### src/rtl/spi_pkg.sv
// spi_pkg: shared types and default parameters for the SPI master.
//   spi_mst_state_t : master FSM state encoding
//   SPI_*           : default generics used by spi_master
//   spi_max3        : helper to size the shared phase counter
package spi_pkg;

  typedef enum logic [2:0] {
    IDLE  = 3'd0,
    SETUP = 3'd1,
    XFER  = 3'd2,
    HOLD  = 3'd3,
    GAP   = 3'd4
  } spi_mst_state_t;

  localparam int SPI_CLK_DIV  = 4;
  localparam int SPI_DATA_W   = 8;
  localparam int SPI_SS_SETUP = 2;
  localparam int SPI_SS_HOLD  = 2;
  localparam int SPI_CS_GAP   = 4;

  function automatic int spi_max3(input int a, input int b, input int c);
    int m;
    m = (a > b) ? a : b;
    return (m > c) ? m : c;
  endfunction

endpackage

### src/rtl/spi_clk_div.sv
// spi_clk_div: SCLK generator for the SPI master.
//   clk_i  : system clock
//   rst_i  : synchronous active-high reset
//   en_i   : run the half-period counter (low forces sclk low, counter cleared)
//   sclk_o : registered SPI clock, starts low when enabled
//   rise_o : one-cycle strobe, sclk_o goes high at the coming clk edge
//   fall_o : one-cycle strobe, sclk_o goes low at the coming clk edge
module spi_clk_div
  import spi_pkg::*;
#(
  parameter int CLK_DIV = SPI_CLK_DIV
) (
  input  logic clk_i,
  input  logic rst_i,
  input  logic en_i,
  output logic sclk_o,
  output logic rise_o,
  output logic fall_o
);

  localparam int CW = $clog2(CLK_DIV);
  localparam logic [CW-1:0] CNT_LAST = CW'(CLK_DIV - 1);

  logic [CW-1:0] cnt_q, cnt_d;
  logic          sclk_q, sclk_d;
  logic          wrap;

  // A half period ends when the counter reaches CLK_DIV-1; sclk toggles there.
  assign wrap = en_i && (cnt_q == CNT_LAST);

  always_comb begin
    cnt_d  = '0;
    sclk_d = 1'b0;
    if (en_i) begin
      cnt_d  = wrap ? '0 : cnt_q + CW'(1);
      sclk_d = wrap ? ~sclk_q : sclk_q;
    end
  end

  always_ff @(posedge clk_i) begin
    if (rst_i) begin
      cnt_q  <= '0;
      sclk_q <= 1'b0;
    end else begin
      cnt_q  <= cnt_d;
      sclk_q <= sclk_d;
    end
  end

  assign sclk_o = sclk_q;
  assign rise_o = wrap && !sclk_q;
  assign fall_o = wrap && sclk_q;

endmodule

### src/rtl/spi_master.sv
// spi_master: single-clock SPI mode-0 master, one word per frame.
//   clk, rst            : system clock, synchronous active-high reset
//   tx_data, tx_valid   : word to send / start request
//   tx_ready            : high only in IDLE
//   rx_data, rx_valid   : received word, one-cycle strobe on completion
//   busy                : high whenever not IDLE
//   sclk, mosi, ss_n    : registered SPI outputs
//   miso                : SPI data in (same clock domain)
//   state_o             : current FSM state, for observation
// Handshake: a word is accepted on a clk edge where tx_valid && tx_ready;
// tx_data is sampled only on that edge, and tx_valid while busy is dropped.
module spi_master
  import spi_pkg::*;
#(
  parameter int CLK_DIV  = SPI_CLK_DIV,
  parameter int DATA_W   = SPI_DATA_W,
  parameter int SS_SETUP = SPI_SS_SETUP,
  parameter int SS_HOLD  = SPI_SS_HOLD,
  parameter int CS_GAP   = SPI_CS_GAP
) (
  input  logic                clk,
  input  logic                rst,
  input  logic [DATA_W-1:0]   tx_data,
  input  logic                tx_valid,
  output logic                tx_ready,
  output logic [DATA_W-1:0]   rx_data,
  output logic                rx_valid,
  output logic                busy,
  output logic                sclk,
  output logic                mosi,
  input  logic                miso,
  output logic                ss_n,
  output spi_mst_state_t      state_o
);

  localparam int PH_MAX = spi_max3(SS_SETUP, SS_HOLD, CS_GAP);
  localparam int PW     = $clog2(PH_MAX + 1);
  localparam int BW     = $clog2(DATA_W + 1);

  localparam logic [PW-1:0] PH_SETUP_LAST = PW'(SS_SETUP - 1);
  localparam logic [PW-1:0] PH_HOLD_LAST  = PW'(SS_HOLD - 1);
  localparam logic [PW-1:0] PH_GAP_LAST   = PW'(CS_GAP - 1);
  localparam logic [BW-1:0] BIT_LAST      = BW'(DATA_W - 1);

  spi_mst_state_t      state_q, state_d;
  logic [PW-1:0]       ph_q, ph_d;
  logic [BW-1:0]       bit_q, bit_d;
  logic [DATA_W-1:0]   tx_sh_q, tx_sh_d;
  logic [DATA_W-1:0]   rx_sh_q, rx_sh_d;
  logic [DATA_W-1:0]   rx_data_q, rx_data_d;
  logic                cap_q, cap_d;
  logic                mosi_q, mosi_d;
  logic                ss_n_q, ss_n_d;
  logic                rx_valid_q, rx_valid_d;

  logic div_en, div_rise, div_fall;

  assign div_en = (state_q == XFER);

  spi_clk_div #(
    .CLK_DIV (CLK_DIV)
  ) u_clk_div (
    .clk_i  (clk),
    .rst_i  (rst),
    .en_i   (div_en),
    .sclk_o (sclk),
    .rise_o (div_rise),
    .fall_o (div_fall)
  );

  always_comb begin
    state_d    = state_q;
    ph_d       = ph_q;
    bit_d      = bit_q;
    tx_sh_d    = tx_sh_q;
    rx_sh_d    = rx_sh_q;
    rx_data_d  = rx_data_q;
    mosi_d     = mosi_q;
    ss_n_d     = ss_n_q;
    rx_valid_d = 1'b0;
    // cap_q marks the first cycle of a high phase; miso is sampled at its end.
    cap_d      = div_rise;

    if (cap_q) begin
      rx_sh_d = {rx_sh_q[DATA_W-2:0], miso};
    end

    case (state_q)
      IDLE: begin
        if (tx_valid) begin
          state_d = SETUP;
          ph_d    = '0;
          bit_d   = '0;
          tx_sh_d = tx_data;
          rx_sh_d = '0;
          mosi_d  = tx_data[DATA_W-1];
          ss_n_d  = 1'b0;
        end
      end
      SETUP: begin
        if (ph_q == PH_SETUP_LAST) begin
          state_d = XFER;
          ph_d    = '0;
        end else begin
          ph_d = ph_q + PW'(1);
        end
      end
      XFER: begin
        // Falls launch the next bit; the last fall closes the transfer and
        // leaves mosi on the final bit.
        if (div_fall) begin
          if (bit_q == BIT_LAST) begin
            state_d = HOLD;
          end else begin
            bit_d   = bit_q + BW'(1);
            tx_sh_d = tx_sh_q << 1;
            mosi_d  = tx_sh_q[DATA_W-2];
          end
        end
      end
      HOLD: begin
        if (ph_q == PH_HOLD_LAST) begin
          state_d    = GAP;
          ph_d       = '0;
          ss_n_d     = 1'b1;
          mosi_d     = 1'b0;
          rx_valid_d = 1'b1;
          rx_data_d  = rx_sh_q;
        end else begin
          ph_d = ph_q + PW'(1);
        end
      end
      GAP: begin
        if (ph_q == PH_GAP_LAST) begin
          state_d = IDLE;
          ph_d    = '0;
        end else begin
          ph_d = ph_q + PW'(1);
        end
      end
      default: begin
        state_d = IDLE;
        ph_d    = '0;
        ss_n_d  = 1'b1;
        mosi_d  = 1'b0;
      end
    endcase
  end

  always_ff @(posedge clk) begin
    if (rst) begin
      state_q    <= IDLE;
      ph_q       <= '0;
      bit_q      <= '0;
      tx_sh_q    <= '0;
      rx_sh_q    <= '0;
      rx_data_q  <= '0;
      cap_q      <= 1'b0;
      mosi_q     <= 1'b0;
      ss_n_q     <= 1'b1;
      rx_valid_q <= 1'b0;
    end else begin
      state_q    <= state_d;
      ph_q       <= ph_d;
      bit_q      <= bit_d;
      tx_sh_q    <= tx_sh_d;
      rx_sh_q    <= rx_sh_d;
      rx_data_q  <= rx_data_d;
      cap_q      <= cap_d;
      mosi_q     <= mosi_d;
      ss_n_q     <= ss_n_d;
      rx_valid_q <= rx_valid_d;
    end
  end

  assign tx_ready = (state_q == IDLE);
  assign busy     = (state_q != IDLE);
  assign rx_data  = rx_data_q;
  assign rx_valid = rx_valid_q;
  assign mosi     = mosi_q;
  assign ss_n     = ss_n_q;
  assign state_o  = state_q;

endmodule
### config.mk
export PLATFORM = sky130hd
export DESIGN_NAME = spi_master
export DESIGN_NICKNAME = d
export VERILOG_FILES = /design/src/rtl/spi_pkg.sv /design/src/rtl/spi_clk_div.sv /design/src/rtl/spi_master.sv
export SDC_FILE = /design/constraint.sdc
export NUM_CORES = 1
export LEC_CHECK = 0
export BUFFER_PORTS_ARGS = -buffer_cell sky130_fd_sc_hd__buf_2
export CAP_MARGIN = 40
export CORE_MARGIN = 2
export CORE_UTILIZATION = 32
export CTS_BUF_LIST = sky130_fd_sc_hd__clkbuf_8
export CTS_CLUSTER_DIAMETER = 60
export DETAILED_ROUTE_END_ITERATION = 16
export MAX_ROUTING_LAYER = met4
export REMOVE_ABC_BUFFERS = 1
export SLEW_MARGIN = 20
export SYNTH_ARGS = -nofsm -noshare
export SYNTH_HDL_FRONTEND = slang
export SYNTH_SLANG_ARGS = --single-unit
export TNS_END_PERCENT = 5
### constraint.sdc
create_clock -name clk -period 3.25 [get_ports clk]
set_input_delay 0.4875 -clock clk [delete_from_list [all_inputs] [get_ports clk]]
set_output_delay 0.4875 -clock clk [all_outputs]
set_load 0.05 [all_outputs]
==> results of run 1 <==
## final cells by class
cell class / instances / area share
clock buffers: 5 / 0.0324
well taps: 72 / 0.0424
clock inverters: 3 / 0.0224
inverters: 5 / 0.00882
multi-input cells: 138 / 0.452
repair buffers: 28 / 0.0659
flip-flops and latches: 40 / 0.376
## how the worst max path moves through the flow
stage	end	cells past startpoint	slack (ns)
6_report	busy	4	1.00
5_1_grt	busy	4	0.84
4_1_cts	busy	4	0.98
3_5_place_dp	mosi$_SDFFE_PP0P_	4	1.24
3_3_place_gp	mosi$_SDFFE_PP0P_	4	1.32
2_1_floorplan	busy	3	0.58
## placed cells by master, fill, tap and decap left out, types with 6 or more instances in the layout
cell	instances
nor2b_1	6
dfxtp_1	40
nand2_1	7
a21oi_1	15
buf_2	28
ha_1	6
a211oi_1	6
nor2_1	24
mux2i_1	24
## state kept, by name, summed over array words and instances (netlist names)
| name | cells |
|---|---|
| bit_q | 4 |
| rx_sh_q | 8 |
| rx_data | 8 |
| u_clk_div.sclk_o | 1 |
| mosi | 1 |
| cap_q | 1 |
| rx_valid | 1 |
| tx_sh_q | 7 |
| ss_n | 1 |
| state_o | 3 |
| u_clk_div.cnt_q | 2 |
| ph_q | 3 |
## layer usage
layer / up-vias / global-route usage / wire [um] / share of wire
met4: 0 / 0.0576 / 61 / 0.017
met2: 27 / 0.192 / 1570 / 0.43
met1: 632 / 0.171 / 1870 / 0.51
met3: 7 / 0.0305 / 137 / 0.038
li1: 733 / - / - / -
met5: - / - / 0 / 0
## metrics by stage
step           power (mW)  worst slack, ns  hold slack [ns]
6_report             1.16             1.00            0.428
5_1_grt              1.22            0.836            0.430
4_1_cts              1.17            0.976            0.425
3_5_place_dp        0.756             1.24            0.445
3_3_place_gp        0.756             1.32            0.425
2_1_floorplan       0.700            0.584            0.406
## report_power, final
| part | total, mW | internal, mW | switching, mW |
|---|---|---|---|
| Sequential | 0.541 | 0.514 | 0.0268 |
| Clock | 0.413 | 0.231 | 0.181 |
| Combinational | 0.204 | 0.0672 | 0.137 |
## synth_stat cells, types with 2 or more instances
| library cell | number | share of area |
|---|---|---|
| ha_1 | 6 | 0.041 |
| and3_1 | 2 | 0.0068 |
| o211ai_1 | 2 | 0.0082 |
| buf_2 | 5 | 0.014 |
| or3_1 | 2 | 0.0068 |
| nor3_1 | 5 | 0.014 |
| a221oi_1 | 2 | 0.0095 |
| nor2_1 | 24 | 0.049 |
| clkbuf_1 | 4 | 0.0082 |
| nor2b_1 | 6 | 0.020 |
| dfxtp_1 | 40 | 0.44 |
| a211oi_1 | 6 | 0.025 |
| nand2b_1 | 5 | 0.017 |
| inv_1 | 5 | 0.010 |
| nand2_1 | 7 | 0.014 |
| a21oi_1 | 15 | 0.041 |
| nand3_1 | 4 | 0.011 |
| o21ai_0 | 5 | 0.014 |
| mux2i_1 | 24 | 0.13 |
| nand4b_1 | 3 | 0.014 |
| nor3b_2 | 2 | 0.014 |
| a21o_1 | 2 | 0.0082 |
## worst min-delay path, stage by stage
cell and delay, ns:
buf_2 0.07, mux2i_1 0.05, nor2_1 0.07
## cell families (layout without fill, tap and decap cells)
logic type	after synthesis	count (layout)	share of synthesized area
AOI/OAI and AO/OA	36	36	0.127
xor gates and xnor gates	2	2	0.00955
adders and majority gates	6	6	0.0409
buffers and inverters	16	41	0.0402
DFF	40	40	0.436
muxes	26	26	0.143
and+or+nand+nor	68	68	0.202
==> flow_summary.toml, run 1 <==
[clock_tree]
numCtsBuffers = 5
clk_pin_slew_ns = 0.08
hold_buffers = 0
cts_tree = "built"
ctsLongestPathBuffers = 2
cts_resized = 0
worstSkewPairLatency_ns = 0.29
cts-root-buf = "clkbuf_8"
postCtsSetupBuffers = 0
cts_sinks = 40
h-tree-depth = 2

[setup_path]
worst-path-buf-inv = 2
worst_setup_path_start_kind = "register"
crit_fanout = 15
r2r_start = "state_o[1]$_SDFFE_PP0P_"
reg2reg_depth = 4
reg2reg_slack_ns = 1.23
r2r-end = "mosi$_SDFFE_PP0P_"
worst_ep_required_time_ns = 2.76
crit_chain = "or2_0, nor2_1, inv_1, buf_2"
critical-path-top-delay-family = "flip-flops"
cp-startpoint = "state_o[0]$_SDFFE_PP0P_"
slowest_delay_ns = 0.59
worstPathArrival_ns = 1.76
cp-end-kind = "output pin"
slowest_stage = "dfxtp_1"
crit_type = "reg -> out"

[synthesis]
ys.flop_type = "dfxtp_1"
yosys.cell_types.count = 40
synth_cells = 194
yosys_warnings = 0
synthesis.area_sq_um = 1840
yosysSeqAreaShare = 0.436
async_flop_share = 0
synth-seq-cells = 40
synth_edf_count = 0
syn_avg_cell_area_sq_um = 9.46

[detailed_routing]
routed_via_density = 4.81
drt_pre_antenna_iters = 4
wire_per_inst_um = 12.5
vias = 1399
drc = 0
drtAntennaViolNets = 0
drt-total-wl_mm = 3.64
drtIter0Drc = 40

[sta]
max_freq_mhz = 445
tns_ns = 0
rsz0062_at_grt = "false"
hold_viol = 0
period_minus_slack_ns = 2.25
period_share = 0.692
finalClockSkew_ns = 0.00742
drv_slew = 0
relSlewSlack = 0.576
worstMarginPinSlew_ns = 0.633
setup_viol = 0

[global_route]
grt_pass1_wl_mm = 6.37
grtUsageTotal = 0.131
first_global_vias = 1398
antenna_found_initial = 0
grt_max_degree = 36
grt_overflow_total = 0

[min_path]
hold_path_class = "in -> reg"
holdPathEnd = "rx_sh_q[0]$_SDFF_PP0_"
whs_path_depth = 3
hold_start = "miso"

[pwr]
p_leak_nw = 0.845
p_per_area_nw_per_um2 = 544
vdd_drop_max_uv = 253

[placement]
gp_congestion = 0.816
post-dp-hpwl_mm = 2.55
post-place-cells = 283
place_area_sq_um = 2010
io_buffers = 28

[final_layout]
nNetsFinal = 236
fin_cells = 291
fin_area_sq_um = 2130
nFillCells = 575
drive_above_1_share = 0.201
syn2layout_area_growth_pct = 15.9
multi_input_area_sq_um = 961
diodes = 0
register_area_sq_um = 801
utilization = 0.386

[floorplanning]
die_h_um = 79.7
core_sq_um = 5510
start_util = 0.333
die-width_um = 79.7
pin_count = 29
rows = 27
die_area_sq_um = 6360

[job]
max-cap-violations = 0

[run_status]
status = "finished clean"
Note: power is estimated with default switching activity, not from simulation.
==> run 2, diff against run 1 <==
--- a/config.mk
+++ b/config.mk
@@ -5,6 +5,7 @@
 export SDC_FILE = /design/constraint.sdc
 export NUM_CORES = 1
 export LEC_CHECK = 0
+export ABC_AREA = 1
 export BUFFER_PORTS_ARGS = -buffer_cell sky130_fd_sc_hd__buf_2
 export CAP_MARGIN = 40
 export CORE_MARGIN = 2
==> constraint.sdc (replaced) <==
create_clock -name clk -period 2.1 [get_ports clk]
set_input_delay 0.315 -clock clk [delete_from_list [all_inputs] [get_ports clk]]
set_output_delay 0.315 -clock clk [all_outputs]
set_load 0.05 [all_outputs]
==> run 2 against run 1 <==
Net effect: setup slack worse by 0.64 ns; first-iteration DRC count is 63% higher; count of clock-buffer cells in the layout stayed put; critical path type unchanged; largest power group is now combinational logic.
==> flow_summary.toml, run 2 <==
[setup_path]
cp-startpoint = "state_o[1]$_SDFFE_PP0P_"
worst_ep_required_time_ns = 1.78
r2r_start = "state_o[2]$_SDFFE_PP0P_"
worstPathArrival_ns = 1.42
crit_fanout = 8
cp-end-kind = "output pin"
crit_type = "reg -> out"
worst_setup_path_start_kind = "register"
reg2reg_depth = 4

[final_layout]
fin_cells = 349
utilization = 0.383
fin_area_sq_um = 2130
syn2layout_area_growth_pct = 14.0
nNetsFinal = 295
diodes = 0
drive_above_1_share = 0.202
final_common_cell = "nor2_1"
final_cell_mix = "nor2_1, dfxtp_1, nand2_1"
nFillCells = 616

[synthesis]
syn_avg_cell_area_sq_um = 7.51
synth_cells = 249
synthesis.area_sq_um = 1870
synth_common_cells = "nor2_1, dfxtp_1, nand2_1"
synth_edf_count = 0
yosys_warnings = 0
yosysSeqAreaShare = 0.428
async_flop_share = 0
yosys.cell_types.count = 29
yosysMostFrequentCell = "nor2_1"
synth_top_area_frac = 0.428
yosysTopAreaCell = "dfxtp_1"
synth-seq-cells = 40
ys.flop_type = "dfxtp_1"
synthTopCellsByArea = "dfxtp_1, nor2_1, nand2_1"

[detailed_routing]
drt_pre_antenna_iters = 4
drc = 0
vias = 1563
met2_length_mm = 1.73
drtIter0Drc = 65
routed_via_density = 4.48
wl_met3_um = 96
drtAntennaViolNets = 0
drt-met1-wl_mm = 1.83
top_layer_used = "met4"
wire_per_inst_um = 10.6
drt-total-wl_mm = 3.70

[global_route]
antenna_found_initial = 0
grtUsageTotal = 0.131
grt_max_degree = 17
first_global_vias = 1448
grt_overflow_total = 0
grt_pass1_wl_mm = 6.35

[clock_tree]
cts_tree = "built"
ctsLongestPathBuffers = 2
hold_buffers = 0
postCtsSetupBuffers = 0
cts_resized = 0
numCtsBuffers = 5
cts-root-buf = "clkbuf_8"
cts_sinks = 40
worstSkewPairLatency_ns = 0.29
h-tree-depth = 2
clk_pin_slew_ns = 0.08

[placement]
pre_cts_ws_ns = 0.595
gp_congestion = 0.759
io_buffers = 28
post-dp-hpwl_mm = 2.68
post-place-cells = 342
place_area_sq_um = 2050

[sta]
hold_viol = 0
rsz0062_at_grt = "false"
relSlewSlack = 0.606
setup_viol = 0
period_minus_slack_ns = 1.73
tns_ns = 0
period_share = 0.826
worstMarginPinSlew_ns = 0.587
drv_slew = 0
finalClockSkew_ns = 0.00490
max_freq_mhz = 577
setup_ws_ns = 0.366

[pwr]
vdd_drop_max_uv = 429
p_per_area_nw_per_um2 = 1260
p_leak_nw = 0.980

[job]
max-cap-violations = 0

[run_status]
status = "finished clean"

[floorplanning]
die-width_um = 80.5
rows = 27
core_sq_um = 5570
pin_count = 29
die_area_sq_um = 6470
start_util = 0.336
die_h_um = 80.5

[min_path]
hold_path_class = "in -> reg"
whs_path_depth = 3
hold_start = "miso"
-- run 2: report_power, final --
part | switching [mW] | internal (mW)
Clock | 0.266 | 0.225
Sequential | 0.115 | 0.888
Combinational | 0.854 | 0.334
Total | 1.23 | 1.45
-- run 2: critical path: stages (launching register included) --
cell     delay [ns]
dfxtp_1        0.56
inv_2          0.13
nand2_1        0.16
buf_2          0.29
-- run 2: metrics by stage --
stage | power (mW) | hold WS (ns)
CTS | 2.72 | 0.263
finish | 2.68 | 0.273
floorplan | 1.96 | 0.377
detailed placement | 2.22 | 0.425
global route | 2.91 | 0.262
global placement | 2.21 | 0.419
-- run 2: routing by layer --
metal | vias to the layer above | track usage
met2 | 12 | 0.208
met3 | 2 | 0.0303
li1 | 850 | -
met5 | - | -
met1 | 699 | 0.159
met4 | 0 | 0.0559
-- run 2: kinds of logic after synthesis --
| family | after synthesis | share of synthesized area |
|---|---|---|
| simple gates | 113 | 0.279 |
| compound gates | 47 | 0.146 |
| buf+inv | 41 | 0.0970 |
| flops | 40 | 0.428 |
| fa+ha+maj | 6 | 0.0401 |
| xor+xnor | 1 | 0.00468 |
| mux | 1 | 0.00535 |
-- run 2: final timing paths --
path                            slack, ns                       endpoint
worst max-delay path                 0.37                           busy
worst min-delay path                 0.27          rx_sh_q[0]$_SDFF_PP0_
worst max register to register       0.58          rx_sh_q[3]$_SDFF_PP0_
worst min register to register       0.43  u_clk_div.cnt_q[0]$_SDFF_PP0_
-- run 2: area by class of cell --
| class | instances | area [sq um] | area share |
|---|---|---|---|
| Multi-Input combinational cell | 168 | 888 | 0.416 |
| Sequential cell | 40 | 801 | 0.375 |
| Timing Repair Buffer | 29 | 148 | 0.0692 |
| Inverter | 33 | 125 | 0.0587 |
| Tap cell | 72 | 90.1 | 0.0422 |
| Clock buffer | 5 | 68.8 | 0.0323 |
| Clock inverter | 2 | 12.5 | 0.00587 |
==> run 3, diff against run 2 <==
==> constraint.sdc (replaced) <==
create_clock -name clk -period 1.5 [get_ports clk]
set_input_delay 0.225 -clock clk [delete_from_list [all_inputs] [get_ports clk]]
set_output_delay 0.225 -clock clk [all_outputs]
set_load 0.05 [all_outputs]
==> run 3 against run 2 <==
Net effect: count of clock-buffer cells in the layout did not move; worst hold slack got worse by 0.090 ns; die area did not move; setup slack got worse by 0.28 ns; highest routed layer unchanged; sequential share of layout area fell by 0.73 points; via count rose by 1.4%; critical path type unchanged; total power rose by 44%; combinational power rose by 49%; cell count rose by 0.86%.
==> flow_summary.toml, run 3 (synthesis results as in run 2) <==
[pwr]
vdd_drop_max_uv = 664
switching_share = 0.453
switchingPower_mw = 1.75
power_frac_seq = 0.367
p_int_mw = 2.12
p_leak_nw = 0.999
p_clk_frac = 0.174
power_frac_comb = 0.459
power_mw = 3.87
p_per_area_nw_per_um2 = 1760

[placement]
pre_cts_ws_ns = 0.0703
io_buffers = 28
post-dp-hpwl_mm = 2.66
gp_congestion = 0.821

[detailed_routing]
drtAntennaViolNets = 0
vias = 1585
met2_length_mm = 1.68
wire_per_inst_um = 10.2
drtIter0Drc = 52
drt_pre_antenna_iters = 4
top_layer_used = "met4"
drt-met1-wl_mm = 1.76
drc = 0
wl_met3_um = 104
routed_via_density = 4.50
drt-total-wl_mm = 3.60

[setup_path]
crit_type = "reg -> out"
cp-end-kind = "output pin"
worst_setup_path_start_kind = "register"
worstPathArrival_ns = 1.19
crit_fanout = 7
worst_ep_required_time_ns = 1.27

[final_layout]
final_cell_mix = "nor2_1, dfxtp_1, nand2_1"
utilization = 0.394
diodes = 0
drive_above_1_share = 0.243
final_common_cell = "nor2_1"
nFillCells = 605
syn2layout_area_growth_pct = 17.4
nNetsFinal = 298

[floorplanning]
die_h_um = 80.5
die_area_sq_um = 6470
rows = 27
core_sq_um = 5570
pin_count = 29
die-width_um = 80.5
start_util = 0.336

[sta]
hold_viol = 0
tns_ns = 0
max_freq_mhz = 707
timing.hold.ws_ns = 0.182
period_minus_slack_ns = 1.41
setup_ws_ns = 0.0859
period_share = 0.943
finalClockSkew_ns = 0.00482
relSlewSlack = 0.678
worstMarginPinSlew_ns = 0.482
rsz0062_at_grt = "true"
setup_viol = 0
drv_slew = 0

[clock_tree]
cts_tree = "built"
ctsLongestPathBuffers = 2
cts_sinks = 40
numCtsBuffers = 5
h-tree-depth = 2
postCtsSetupBuffers = 0
worstSkewPairLatency_ns = 0.29
cts-root-buf = "clkbuf_8"
clk_pin_slew_ns = 0.07

[global_route]
first_global_vias = 1436
grtUsageTotal = 0.124
antenna_found_initial = 0
grt_pass1_wl_mm = 6.13
grt_overflow_total = 0
grt_max_degree = 20

[run_status]
status = "finished clean"

[job]
max-cap-violations = 0

[min_path]
hold_path_class = "in -> reg"
run 3: changes by cell type in the layout (fill, tap and decap cells not counted), moves of 2 or more:
cell	change
buf_4	+4
dfxtp_1	-4
dfxtp_2	+3
buf_2	-2
nand2_1	-2
nor2_1	-2
nor2_2	+2
run 3: metal layers:
| layer | track usage | vias up |
|---|---|---|
| met5 | - | - |
| met4 | 0.0458 | 0 |
| met3 | 0.0303 | 4 |
| met2 | 0.192 | 16 |
| met1 | 0.158 | 709 |
| li1 | - | 856 |
run 3: cell type report:
| type | instances | area (sq um) | share of cell area |
|---|---|---|---|
| Clock inverter | 2 | 12.5 | 0.00570 |
| Timing Repair Buffer | 32 | 175 | 0.0798 |
| Sequential cell | 40 | 808 | 0.368 |
| Tap cell | 72 | 90.1 | 0.0410 |
| Multi-Input combinational cell | 168 | 915 | 0.417 |
| Inverter | 33 | 126 | 0.0575 |
| Clock buffer | 5 | 68.8 | 0.0313 |
run 3: metrics by stage:
step                      instances  instance area, sq um
final                           352                  2200
after global routing            352                  2200
after CTS                       352                  2160
after detailed placement        345                  2070
after global placement          345                  2070
after floorplan                 241                  1810
run 3: power by group through the flow:
stage | Sequential [mW] | Clock, mW | Combinational, mW
floorplan | 1.61 | 0 | 1.13
global placement | 1.42 | 0 | 1.67
detailed placement | 1.43 | 0 | 1.67
CTS | 1.41 | 0.701 | 1.69
global route | 1.45 | 0.741 | 1.98
finish | 1.42 | 0.674 | 1.77
run 3: final timing paths:
| kind | startpoint | to | slack, ns | depth (start not counted) |
|---|---|---|---|---|
| hold reg to reg | u_clk_div.cnt_q[0]$_SDFF_PP0_ | u_clk_div.cnt_q[0]$_SDFF_PP0_ | 0.43 | 1 |
| setup / recovery | state_o[0]$_SDFFE_PP0P_ | tx_ready | 0.09 | 4 |
| setup reg to reg | ph_q[0]$_SDFFE_PP0P_ | state_o[1]$_SDFFE_PP0P_ | 0.11 | 7 |
| hold / removal | miso | rx_sh_q[0]$_SDFF_PP0_ | 0.18 | 3 |
run 3: worst max-delay path: stages, from the launching register on:
cell	delay [ns]
dfxtp_2	0.37
nor2_8	0.18
nand2_2	0.11
inv_1	0.06
buf_4	0.19
run 3: timing repair:
action                                  4_1_cts  5_1_grt
hold buffers                                  0        0
pin swaps                                     0        2
endpoints found under the setup margin        2       19
resized for setup                             3       12
